==> src/rtl/lfsr_pkg.sv <==
// Shared types and tap masks for the lfsr_gen block: FSM state encoding and
// maximal-length feedback masks for common widths.
package lfsr_pkg;

  typedef enum logic {
    IDLE = 1'b0,
    RUN  = 1'b1
  } lfsr_state_e;

  localparam logic [6:0]  TAPS_7  = 7'h44;
  localparam logic [7:0]  TAPS_8  = 8'hB8;
  localparam logic [15:0] TAPS_16 = 16'hB400;

endpackage : lfsr_pkg

==> src/rtl/lfsr_period_cnt.sv <==
// Period measurement: counts steps from a captured reference state until the state recurs.
// Latency: period_o/period_vld_o update on the edge of the returning step; no backpressure.
module lfsr_period_cnt #(
  parameter int unsigned      WIDTH = 7,
  parameter logic [WIDTH-1:0] SEED  = WIDTH'(1)
) (
  input  logic             clk_i,
  input  logic             rst_i,
  input  logic             load_i,
  input  logic [WIDTH-1:0] load_val_i,
  input  logic             step_i,
  input  logic [WIDTH-1:0] step_val_i,
  output logic [WIDTH:0]   period_o,
  output logic             period_vld_o
);

  logic [WIDTH-1:0] ref_q, ref_d;
  logic [WIDTH:0]   cnt_q, cnt_d;
  logic [WIDTH:0]   period_q, period_d;
  logic             vld_q, vld_d;

  always_comb begin
    ref_d    = ref_q;
    cnt_d    = cnt_q;
    period_d = period_q;
    vld_d    = vld_q;
    if (load_i) begin
      ref_d    = load_val_i;
      cnt_d    = '0;
      period_d = '0;
      vld_d    = 1'b0;
    end else if (step_i) begin
      // Returning to the reference closes one full cycle of the sequence.
      if (step_val_i == ref_q) begin
        period_d = cnt_q + 1'b1;
        vld_d    = 1'b1;
        cnt_d    = '0;
      end else begin
        cnt_d = cnt_q + 1'b1;
      end
    end
  end

  always_ff @(posedge clk_i) begin
    if (rst_i) begin
      ref_q    <= SEED;
      cnt_q    <= '0;
      period_q <= '0;
      vld_q    <= 1'b0;
    end else begin
      ref_q    <= ref_d;
      cnt_q    <= cnt_d;
      period_q <= period_d;
      vld_q    <= vld_d;
    end
  end

  assign period_o     = period_q;
  assign period_vld_o = vld_q;

endmodule : lfsr_period_cnt

==> src/rtl/lfsr_gen.sv <==
// Fibonacci LFSR with free-run, load and counted-burst stepping; one step per edge, no backpressure.
// Optional period counter built only when LFSR_GEN_PERIOD_EN is defined.
module lfsr_gen
  import lfsr_pkg::*;
#(
  parameter int unsigned      WIDTH = 7,
  parameter logic [WIDTH-1:0] TAPS  = TAPS_7,
  parameter logic [WIDTH-1:0] SEED  = WIDTH'(1),
  parameter int unsigned      CNT_W = 8
) (
  input  logic             clk,
  input  logic             rst,
  input  logic             en,
  input  logic             load,
  input  logic [WIDTH-1:0] load_val,
  input  logic             step_req,
  input  logic [CNT_W-1:0] step_cnt,
  output logic             step_busy,
  output logic             step_done,
  output logic [WIDTH-1:0] data_out,
  output logic             lockup,
  output logic [WIDTH:0]   period_out,
  output logic             period_valid
);

  if (SEED == '0) begin : g_seed_chk
    $error("lfsr_gen: SEED must be non-zero");
  end
  if (WIDTH < 3 || WIDTH > 32) begin : g_width_chk
    $error("lfsr_gen: WIDTH must be in 3..32");
  end

  function automatic logic [WIDTH-1:0] lfsr_next(input logic [WIDTH-1:0] s);
    return {s[WIDTH-2:0], ^(s & TAPS)};
  endfunction

  lfsr_state_e      fsm_q, fsm_d;
  logic [WIDTH-1:0] state_q, state_d;
  logic [CNT_W-1:0] count_q, count_d;
  logic             done_q, done_d;
  logic             lock_q, lock_d;
  logic [WIDTH-1:0] step_val;

  assign step_val = lfsr_next(state_q);

  always_comb begin
    fsm_d   = fsm_q;
    state_d = state_q;
    count_d = count_q;
    done_d  = 1'b0;
    lock_d  = lock_q;
    if (load) begin
      // A zero load would freeze the register, so recover to SEED and flag it.
      state_d = (load_val == '0) ? SEED : load_val;
      lock_d  = (load_val == '0);
      fsm_d   = IDLE;
    end else begin
      case (fsm_q)
        RUN: begin
          state_d = step_val;
          count_d = count_q - 1'b1;
          if (count_q == CNT_W'(1)) begin
            fsm_d  = IDLE;
            done_d = 1'b1;
          end
        end
        default: begin
          if (step_req) begin
            count_d = step_cnt;
            if (step_cnt == '0) begin
              done_d = 1'b1;
            end else begin
              fsm_d = RUN;
            end
          end else if (en) begin
            state_d = step_val;
          end
        end
      endcase
    end
  end

  always_ff @(posedge clk) begin
    if (rst) begin
      fsm_q   <= IDLE;
      state_q <= SEED;
      count_q <= '0;
      done_q  <= 1'b0;
      lock_q  <= 1'b0;
    end else begin
      fsm_q   <= fsm_d;
      state_q <= state_d;
      count_q <= count_d;
      done_q  <= done_d;
      lock_q  <= lock_d;
    end
  end

  assign step_busy = (fsm_q == RUN);
  assign step_done = done_q;
  assign data_out  = state_q;
  assign lockup    = lock_q;

`ifdef LFSR_GEN_PERIOD_EN
  logic step_taken;

  assign step_taken = !load && ((fsm_q == RUN) || (!step_req && en));

  lfsr_period_cnt #(
    .WIDTH (WIDTH),
    .SEED  (SEED)
  ) u_period (
    .clk_i        (clk),
    .rst_i        (rst),
    .load_i       (load),
    .load_val_i   (state_d),
    .step_i       (step_taken),
    .step_val_i   (step_val),
    .period_o     (period_out),
    .period_vld_o (period_valid)
  );
`else
  assign period_out   = '0;
  assign period_valid = 1'b0;
`endif

endmodule : lfsr_gen
==> config.mk <==
export PLATFORM = sky130hd
export DESIGN_NAME = lfsr_gen
export DESIGN_NICKNAME = d
export VERILOG_FILES = /design/src/rtl/lfsr_pkg.sv /design/src/rtl/lfsr_period_cnt.sv /design/src/rtl/lfsr_gen.sv
export SDC_FILE = /design/constraint.sdc
export NUM_CORES = 1
export LEC_CHECK = 0
export BUFFER_PORTS_ARGS = -buffer_cell sky130_fd_sc_hd__buf_2
export CORE_MARGIN = 8
export CORE_UTILIZATION = 35
export CTS_CLUSTER_DIAMETER = 80
export DETAILED_ROUTE_END_ITERATION = 10
export GPL_TIMING_DRIVEN = 0
export PLACE_DENSITY = 0.56
export SETUP_SLACK_MARGIN = 0.2
export SYNTH_ARGS = -nofsm -noshare
export SYNTH_HDL_FRONTEND = slang
export SYNTH_HIERARCHICAL = 1
export SYNTH_SLANG_ARGS = --single-unit
==> constraint.sdc <==
create_clock -name clk -period 2.1 [get_ports clk]
set_input_delay 0.105 -clock clk [delete_from_list [all_inputs] [get_ports clk]]
set_output_delay 0.105 -clock clk [all_outputs]
set_load 0.01 [all_outputs]
==> results of run 1 <==
layer usage:
layer  up-vias  wire, microns
met5         -              0
met4         0             16
met3         2            219
met2        41           1380
met1       460           1300
li1        521              -
worst max-delay path by stage:
stage | start | endpoint | slack, ns
2_1_floorplan | count_q[0] | count_q[6] | 0.59
3_3_place_gp | count_q[0] | count_q[6] | 0.49
3_5_place_dp | count_q[0] | count_q[6] | 0.44
4_1_cts | count_q[0] | count_q[6] | 0.42
5_1_grt | count_q[0] | count_q[6] | 0.29
6_report | count_q[0] | count_q[6] | 0.42
cell usage after synthesis:
| library cell | count | share of area |
|---|---|---|
| o2bb2ai_1 | 1 | 0.0081 |
| o22ai_1 | 1 | 0.0058 |
| o21bai_1 | 2 | 0.014 |
| mux2i_1 | 7 | 0.065 |
| o31a_1 | 1 | 0.0081 |
| buf_6 | 2 | 0.021 |
| o21ba_2 | 1 | 0.0092 |
| a31oi_1 | 4 | 0.023 |
| ha_1 | 2 | 0.023 |
| dfxtp_1 | 18 | 0.33 |
| nand2b_1 | 3 | 0.017 |
| nor2_4 | 1 | 0.010 |
| or4_4 | 1 | 0.010 |
| a32oi_1 | 1 | 0.0081 |
| nor2b_1 | 2 | 0.012 |
| a211oi_1 | 7 | 0.048 |
| or3_1 | 2 | 0.012 |
| buf_4 | 11 | 0.076 |
| clkbuf_1 | 1 | 0.0035 |
| conb_1 | 1 | 0.0035 |
| nor2_1 | 16 | 0.055 |
| or4_1 | 1 | 0.0069 |
| nand4_1 | 2 | 0.012 |
| nor3_1 | 3 | 0.014 |
| a21oi_1 | 7 | 0.032 |
| a22oi_1 | 1 | 0.0069 |
| buf_2 | 2 | 0.0092 |
| nand3b_1 | 1 | 0.0069 |
| inv_1 | 4 | 0.014 |
| nor4_1 | 3 | 0.017 |
| nor3b_1 | 1 | 0.0069 |
| a211oi_2 | 1 | 0.012 |
| a221oi_1 | 1 | 0.0081 |
| and3_1 | 1 | 0.0058 |
| nand4b_2 | 1 | 0.014 |
| o211ai_1 | 1 | 0.0069 |
| a21o_1 | 1 | 0.0069 |
| nand3_1 | 1 | 0.0046 |
| o21ai_0 | 6 | 0.028 |
| xnor2_1 | 2 | 0.016 |
| or3b_1 | 1 | 0.0081 |
registers in the layout (all words and copies together), names as in the netlist:
register / flops
step_done: 1
lockup: 1
count_q: 8
data_out: 7
step_busy: 1
cells by family (layout without fill, tap and decap cells):
family                     after synthesis  after routing
and+or+nand+nor                         40             40
other                                    1              9
xor gates and xnor gates                 2              2
buffers and inverters                   20             52
DFF                                     18             18
muxes                                    7              7
AOI/OAI and AO/OA                       36             36
adders and majority gates                2              2
power by group:
| part | leakage, nW | total (W) | switching [W] | internal (W) |
|---|---|---|---|---|
| Sequential | 0.148 | 0.000389 | 0.0000242 | 0.000365 |
| Combinational | 0.446 | 0.000204 | 0.000108 | 0.0000966 |
| Clock | 0.0210 | 0.000218 | 0.000112 | 0.000106 |
| Total | 0.616 | 0.000811 | 0.000244 | 0.000567 |
stage by stage:
step | hold WS, ns | power [W] | instance area [sq um] | instances | util
floorplan | 0.258 | 0.000535 | 1110 | 134 | -
global placement | 0.358 | 0.000596 | 1300 | 195 | 0.432
detailed placement | 0.356 | 0.000601 | 1300 | 195 | 0.432
CTS | 0.0311 | 0.000819 | 1330 | 199 | 0.444
global route | 0.0441 | 0.000859 | 1330 | 199 | 0.444
finish | 0.0344 | 0.000811 | 1330 | 199 | 0.444
worst max-delay path, cell delays in order (launching register included):
cell and delay (ns):
dfxtp_1 0.35, inv_1 0.10, ha_1 0.19, or3b_1 0.42, nor4_1 0.26, o21ai_0 0.15, a21oi_1 0.16
area by class of cell:
class	instances	area, sq um	area share
buffer	16	119	0.0892
clock buffer	4	36.3	0.0272
inverter	4	15.0	0.0113
multi-input combinational	96	621	0.466
sequential	18	360	0.270
tap	33	41.3	0.0310
timing repair buffer	28	140	0.105
==> impl_metrics.env, run 1 <==
export IMPL_synthCells=126
export IMPL_drv_slew=0
export IMPL_dpl_hpwl_mm=2.31
export IMPL_maxCapViolations=0
export IMPL_gp_congestion=0.778
export IMPL_cp_end_kind="flip-flop"
export IMPL_start_util=0.361
export IMPL_seq_area_frac_synth=0.332
export IMPL_hold_depth=2
export IMPL_vdd_ir_drop_worst_uv=235
export IMPL_synth_top_family_by_area="compound AO/OA/AOI/OAI gates"
export IMPL_critPathKind="flip-flop to flip-flop"
export IMPL_fin_crit_sh=0.800
export IMPL_wirelength_mm=2.91
export IMPL_io_pins=39
export IMPL_grt_pass1_wl_mm=4.91
export IMPL_htreeDepth=1
export IMPL_worstHoldPathType="primary input to flip-flop"
export IMPL_nFillCells=323
export IMPL_hold_start="rst"
export IMPL_ys_warn_count=6
export IMPL_worst_slew_pin_slew_ns=0.562
export IMPL_r2r_slack_ns=0.42
export IMPL_report_final_hold_viol_count=0
export IMPL_core_area_sq_um=3000
export IMPL_outcome="complete, no violations"
export IMPL_vias=1024
export IMPL_die_w_microns=71.7
export IMPL_p_leak_nw=0.616
export IMPL_ant_nets=0
export IMPL_cts_buffer_depth=2
export IMPL_worstRegToRegCells=6
export IMPL_crit_fanout=4
export IMPL_start_kind="flip-flop"
export IMPL_die_height_microns=71.7
export IMPL_ctsResizeCount=0
export IMPL_r2r_end="count_q[6]"
export IMPL_synth_simple_gate_area_frac=0.212
export IMPL_nets=189
export IMPL_required_ns=2.33
export IMPL_muxShareOfSynthArea=0.0646
export IMPL_cts_sinks=18
export IMPL_setup_violations=0
export IMPL_dp_slack_ns=0.442
export IMPL_use_met3=0.0418
export IMPL_mostFrequentLayoutCell="buf_2"
export IMPL_synth_fa_ha_area_frac=0.0231
export IMPL_first_global_vias=1083
export IMPL_postCtsHoldBufs=0
export IMPL_layout_common_cells="buf_2 (30), dfxtp_1 (18), nor2_1 (16)"
export IMPL_finClkSkew_ns=0.00368
export IMPL_gr_usage_all_layers=0.117
export IMPL_post_cts_buffers=0
export IMPL_ys_ff_latch=18
export IMPL_drt_iter0_drc=34
export IMPL_syn_cell_area_sq_um=1080
export IMPL_slew_headroom=0.625
export IMPL_cts_buffers=3
export IMPL_clk_pin_slew_ns=0.11
export IMPL_drt_vias_per_instance=5.15
export IMPL_drcViolationCount=0
export IMPL_r2r_start="count_q[0]"
export IMPL_drive_gt1_frac=0.313
export IMPL_numPortBuffers=28
export IMPL_cts_root_buf="clkbuf_4"
export IMPL_pwr_density_cell_nw_per_um2=609
export IMPL_synth_xor_area_frac=0.0161
export IMPL_firstDrtPassIters=4
export IMPL_fmax_mhz=595
export IMPL_hold_path_end="step_done"
export IMPL_met1_usage=0.133
export IMPL_synth_compound_area_frac=0.225
export IMPL_grt_max_degree=11
export IMPL_worst_ep_arrival_time_ns=1.91
export IMPL_syn_to_final_growth_pct=22.8
export IMPL_grt_busiest_layer="met2"
export IMPL_cts_tree="done"
export IMPL_finalSetupTns_ns=0
export IMPL_syn_avg_cell_area_sq_um=8.61
export IMPL_antenna_found_initial=0
export IMPL_setup_ws_ns=0.420
export IMPL_fin_crit_ns=1.68
export IMPL_num_rows=20
export IMPL_antenna_cells=0
export IMPL_overflow=0
export IMPL_dieArea_sq_um=5140
export IMPL_synth_distinct_cells=41
export IMPL_rsz0062_at_grt="no"
export IMPL_wl_per_cell_microns=14.6
export IMPL_met2_usage=0.194
export IMPL_clk_latency_ns=0.29
(Power assumes the default switching activity.)
==> run 2: changes to the inputs <==
PLACE_DENSITY = 0.58   (was 0.56)
clock period = 1.39 ns   (was 2.1 ns; I/O delays follow)
==> run 2 against run 1 <==
Net effect: the flow now finishes with violations (setup timing); worst hold slack improved by 0.0043 ns; clock power rose by 50%; global-route usage shrank 0.36 points; largest cell class unchanged.
==> impl_metrics.env, run 2 (synthesis results as in run 1) <==
export IMPL_mostFrequentLayoutCell="buf_2"
export IMPL_report_final_hold_viol_count=0
export IMPL_cts_root_buf="clkbuf_4"
export IMPL_vias=1081
export IMPL_start_kind="flip-flop"
export IMPL_ant_nets=0
export IMPL_violations="setup timing"
export IMPL_dieArea_sq_um=5140
export IMPL_cp_endpoint="count_q[6]"
export IMPL_met2_usage=0.177
export IMPL_htreeDepth=1
export IMPL_firstDrtPassIters=4
export IMPL_met1_usage=0.138
export IMPL_die_w_microns=71.7
export IMPL_core_area_sq_um=3000
export IMPL_outcome="complete, but fails checks"
export IMPL_largest_reg_flops=8
export IMPL_holdWs_ns=0.0387
export IMPL_critPathMaxStageDelay_ns=0.39
export IMPL_cts_sinks=18
export IMPL_drv_slew=0
export IMPL_final_area_sq_um=1490
export IMPL_gr_usage_all_layers=0.114
export IMPL_cp_num_buf_inv=1
export IMPL_p_sw_w=0.000390
export IMPL_antenna_cells=0
export IMPL_dpl_hpwl_mm=2.25
export IMPL_numPortBuffers=28
export IMPL_cts_buffer_depth=2
export IMPL_antenna_found_initial=0
export IMPL_crit_fanout=4
export IMPL_cp_depth=6
export IMPL_grt_max_degree=11
export IMPL_wl_per_cell_microns=14.0
export IMPL_r2r_end="count_q[6]"
export IMPL_setup_violations=4
export IMPL_cts_tree="done"
export IMPL_critical_path_top_delay_family="simple AND/OR/NAND/NOR gates"
export IMPL_fmax_mhz=653
export IMPL_drive_gt1_frac=0.428
export IMPL_largest_register="count_q"
export IMPL_use_met3=0.0321
export IMPL_cp_end_kind="flip-flop"
export IMPL_critPathKind="flip-flop to flip-flop"
export IMPL_rsz0062_at_grt="yes"
export IMPL_io_pins=39
export IMPL_wirelength_mm=2.89
export IMPL_start_util=0.361
export IMPL_maxCapViolations=0
export IMPL_nFillCells=300
export IMPL_vdd_ir_drop_worst_uv=348
export IMPL_gp_congestion=0.838
export IMPL_grt_pass1_wl_mm=4.80
export IMPL_fin_crit_sh=1.10
export IMPL_layout_cells_non_filler=206
export IMPL_p_leak_nw=0.689
export IMPL_placed_cells=195
export IMPL_drcViolationCount=0
export IMPL_num_rows=20
export IMPL_finClkSkew_ns=0.00556
export IMPL_drt_vias_per_instance=5.25
export IMPL_worstPathCellList="inv_2 -> ha_4 -> or3b_4 -> nor4_1 -> o21ai_0 -> a21oi_1"
export IMPL_power_frac_clock=0.252
export IMPL_nets=196
export IMPL_required_ns=1.61
export IMPL_switching_share=0.301
export IMPL_clk_latency_ns=0.29
export IMPL_first_global_vias=1105
export IMPL_fin_crit_ns=1.53
export IMPL_clk_pin_slew_ns=0.11
export IMPL_grt_busiest_layer="met2"
export IMPL_p_seq_frac=0.455
export IMPL_worst_ep_arrival_time_ns=1.76
export IMPL_internal_power_w=0.000905
export IMPL_r2r_slack_ns=-0.14
export IMPL_syn_to_final_growth_pct=36.9
export IMPL_crit_start="count_q[0]"
export IMPL_drt_iter0_drc=59
export IMPL_overflow=0
export IMPL_worstHoldPathType="primary input to flip-flop"
export IMPL_worstRegToRegCells=6
export IMPL_comb_power_share=0.293
export IMPL_cpMaxStageDelayCell="or3b_4"
export IMPL_placed_cell_area_sq_um=1330
export IMPL_final_core_util=0.495
export IMPL_setup_ws_ns=-0.142
export IMPL_layout_common_cells="buf_2 (28), buf_4 (15), nor2_1 (15)"
export IMPL_die_height_microns=71.7
export IMPL_pwr_density_cell_nw_per_um2=872
export IMPL_cts_buffers=3
export IMPL_r2r_start="count_q[0]"
[run 2: cell type report]
cell class	instances	area (sq um)	area share
clock buffer	4	36.3	0.0244
sequential	18	368	0.248
buffer	16	131	0.0885
multi-input combinational	96	687	0.463
tap	33	41.3	0.0278
inverter	4	15.0	0.0101
timing repair buffer	35	206	0.139
[run 2: metrics by stage]
step / setup TNS (ns) / total power [W] / worst slack, ns
floorplan: -0.0390 / 0.000829 / -0.0390
global placement: -0.181 / 0.000921 / -0.107
detailed placement: -0.208 / 0.000926 / -0.135
CTS: -0.193 / 0.00128 / -0.123
global route: -0.589 / 0.00137 / -0.188
finish: -0.223 / 0.00130 / -0.142
[run 2: how the worst min path moves through the flow]
stage                     start  slack [ns]     endpoint  depth (start not counted)
floorplan           load_val[0]        0.22  data_out[0]                          2
global placement            rst        0.32    step_done                          2
detailed placement          rst        0.31    step_done                          2
CTS                 load_val[0]        0.04  data_out[0]                          3
global route        load_val[0]        0.08  data_out[0]                          3
finish              load_val[0]        0.04  data_out[0]                          3
[run 2: metal layers]
layer | share of wire | vias to the layer above
li1 | - | 538
met5 | 0 | -
met4 | 0.017 | 0
met2 | 0.47 | 37
met1 | 0.44 | 500
met3 | 0.067 | 6
[run 2: power groups by stage]
stage | Combinational [W] | Sequential, W | Clock [W]
3_3_place_gp | 0.000321 | 0.000600 | 0
6_report | 0.000379 | 0.000589 | 0.000327
2_1_floorplan | 0.000226 | 0.000603 | 0
3_5_place_dp | 0.000325 | 0.000601 | 0
4_1_cts | 0.000349 | 0.000590 | 0.000338
5_1_grt | 0.000415 | 0.000595 | 0.000364
[run 2: repair_timing]
action / in CTS / in global routing
pin swaps: 2 / 4
hold buffers: 1 / 0
setup buffers: 3 / 3
resized for setup: 6 / 14
endpoints found under the hold margin: 3 / 0
endpoints found under the setup margin: 12 / 15
[run 2: worst register-to-register path: stages (launching register included)]
cell	delay, ns
dfxtp_2	0.34
inv_2	0.07
ha_4	0.13
or3b_4	0.39
nor4_1	0.24
o21ai_0	0.13
a21oi_1	0.15
==> run 3: changes to the inputs <==
CORE_UTILIZATION = 25   (was 35)
CTS_CLUSTER_SIZE = 8   (was not set)
PLACE_DENSITY = 0.44   (was 0.58)
==> run 3 against run 2 <==
Net effect: the run still ends with setup timing left; power increased by 3.6%; via count decreased by 1.8%; routed wire length increased by 17%; final cell count increased by 7.8%; sequential power about the same; first-iteration DRC count decreased by 46%; critical path depth unchanged; count of clock-buffer cells in the layout decreased by 1; non-clock buffer count decreased by 2; critical path type unchanged; largest cell class unchanged; largest power group unchanged.
==> impl_metrics.env, run 3 (synthesis results as in run 1) <==
export IMPL_start_kind="flip-flop"
export IMPL_cts_buffer_depth=2
export IMPL_syn_to_final_growth_pct=40.9
export IMPL_mostFrequentLayoutCell="buf_2"
export IMPL_power_frac_clock=0.271
export IMPL_drt_vias_per_instance=4.78
export IMPL_layout_common_cells="buf_2 (28), buf_4 (16), nor2_1 (15)"
export IMPL_r2r_start="count_q[0]"
export IMPL_start_util=0.254
export IMPL_postCtsHoldBufs=0
export IMPL_crit_fanout=4
export IMPL_critPathKind="flip-flop to flip-flop"
export IMPL_htreeDepth=1
export IMPL_fin_crit_ns=1.57
export IMPL_rsz0062_at_grt="yes"
export IMPL_p_seq_frac=0.441
export IMPL_worstHoldPathType="primary input to flip-flop"
export IMPL_setup_ws_ns=-0.181
export IMPL_report_final_hold_viol_count=0
export IMPL_dpl_hpwl_mm=2.54
export IMPL_fin_crit_sh=1.13
export IMPL_cts_root_buf="clkbuf_8"
export IMPL_worst_ep_arrival_time_ns=1.74
export IMPL_cts_buffers=3
export IMPL_finClkSkew_ns=0.00712
export IMPL_placed_cell_area_sq_um=1360
export IMPL_clk_pin_slew_ns=0.07
export IMPL_cp_end_kind="flip-flop"
export IMPL_firstDrtPassIters=4
export IMPL_grt_pass1_wl_mm=5.30
export IMPL_finalPower_w=0.00134
export IMPL_vias=1062
export IMPL_p_sw_w=0.000401
export IMPL_switching_share=0.299
export IMPL_crit_start="count_q[0]"
export IMPL_multi_input_area_sq_um=703
export IMPL_nets=194
export IMPL_p_leak_nw=0.689
export IMPL_antenna_found_initial=0
export IMPL_io_pins=39
export IMPL_drv_slew=0
export IMPL_die_height_microns=81.9
export IMPL_largest_reg_flops=8
export IMPL_drcViolationCount=0
export IMPL_drt_iter0_drc=32
export IMPL_wl_per_cell_microns=15.2
export IMPL_dieArea_sq_um=6700
export IMPL_cp_endpoint="count_q[6]"
export IMPL_ant_nets=0
export IMPL_setup_violations=4
export IMPL_numPortBuffers=28
export IMPL_worstRegToRegCells=6
export IMPL_largest_register="count_q"
export IMPL_required_ns=1.56
export IMPL_seq_area_sq_um=369
export IMPL_fmax_mhz=636
export IMPL_nFillCells=446
export IMPL_overflow=0
export IMPL_cts_tree="done"
export IMPL_outcome="complete, but fails checks"
export IMPL_drive_gt1_frac=0.441
export IMPL_clk_latency_ns=0.25
export IMPL_die_w_microns=81.9
export IMPL_final_area_sq_um=1530
export IMPL_cts_sinks=18
export IMPL_core_area_sq_um=4260
export IMPL_r2r_end="count_q[6]"
export IMPL_maxCapViolations=0
export IMPL_first_global_vias=1082
export IMPL_antenna_cells=0
export IMPL_violations="setup timing"
export IMPL_vdd_ir_drop_worst_uv=292
export IMPL_num_rows=24
export IMPL_pwr_density_cell_nw_per_um2=878
export IMPL_comb_power_share=0.289
export IMPL_r2r_slack_ns=-0.18
export IMPL_slew_headroom=0.662
export IMPL_worst_slew_pin_slew_ns=0.507
export IMPL_gp_congestion=0.751
export IMPL_grt_max_degree=11
export IMPL_wirelength_mm=3.37
export IMPL_internal_power_w=0.000941
export IMPL_gr_usage_all_layers=0.100
## run 3: final cells by class
type                            count  share of cell area
Buffer                             16              0.0917
Clock buffer                        3              0.0270
Inverter                            4             0.00982
Multi-Input combinational cell     96               0.460
Sequential cell                    18               0.241
Tap cell                           52              0.0426
Timing Repair Buffer               33               0.128
## run 3: worst max-delay path, stage by stage, from the launching register on
cell and delay, ns:
dfxtp_2 0.33, inv_2 0.07, ha_4 0.13, or3b_4 0.40, nor4_1 0.28, o21ai_0 0.14
a21oi_1 0.14
## run 3: power by group through the flow
stage	clock network [W]	registers [W]	logic (W)
2_1_floorplan	0	0.000603	0.000226
6_report	0.000363	0.000591	0.000388
3_3_place_gp	0	0.000601	0.000327
5_1_grt	0.000400	0.000597	0.000423
4_1_cts	0.000383	0.000590	0.000355
3_5_place_dp	0	0.000602	0.000330
## run 3: layer usage
layer | global-route usage | up-vias | routed length [microns]
met2 | 0.161 | 29 | 1550
met3 | 0.0284 | 2 | 200
li1 | - | 533 | -
met1 | 0.128 | 498 | 1610
met4 | 0.0263 | 0 | 14
met5 | 0 | - | 0
## run 3: how the worst min path moves through the flow
stage,startpoint,endpoint,slack [ns],depth (start not counted)
3_5_place_dp,rst,step_done,0.34,2
2_1_floorplan,load_val[0],data_out[0],0.22,2
4_1_cts,rst,step_done,0.06,2
5_1_grt,rst,count_q[1],0.07,2
6_report,rst,step_done,0.06,2
3_3_place_gp,rst,step_done,0.33,2
## run 3: metrics by stage
step,instances,TNS (ns),setup WS [ns],hold slack (ns),utilization
2_1_floorplan,134,-0.0390,-0.0390,0.223,-
3_3_place_gp,214,-0.217,-0.105,0.330,0.318
3_5_place_dp,214,-0.286,-0.137,0.336,0.318
4_1_cts,220,-0.227,-0.114,0.0646,0.338
5_1_grt,222,-0.447,-0.239,0.0676,0.359
6_report,222,-0.229,-0.181,0.0566,0.359
## run 3: what timing repair did
| action | 4_1_cts | 5_1_grt |
|---|---|---|
| pin swaps | 6 | 7 |
| resized for setup | 6 | 16 |
| cloned | 0 | 1 |
| setup endpoints to repair | 13 | 17 |
| buffers inserted | 3 | 1 |
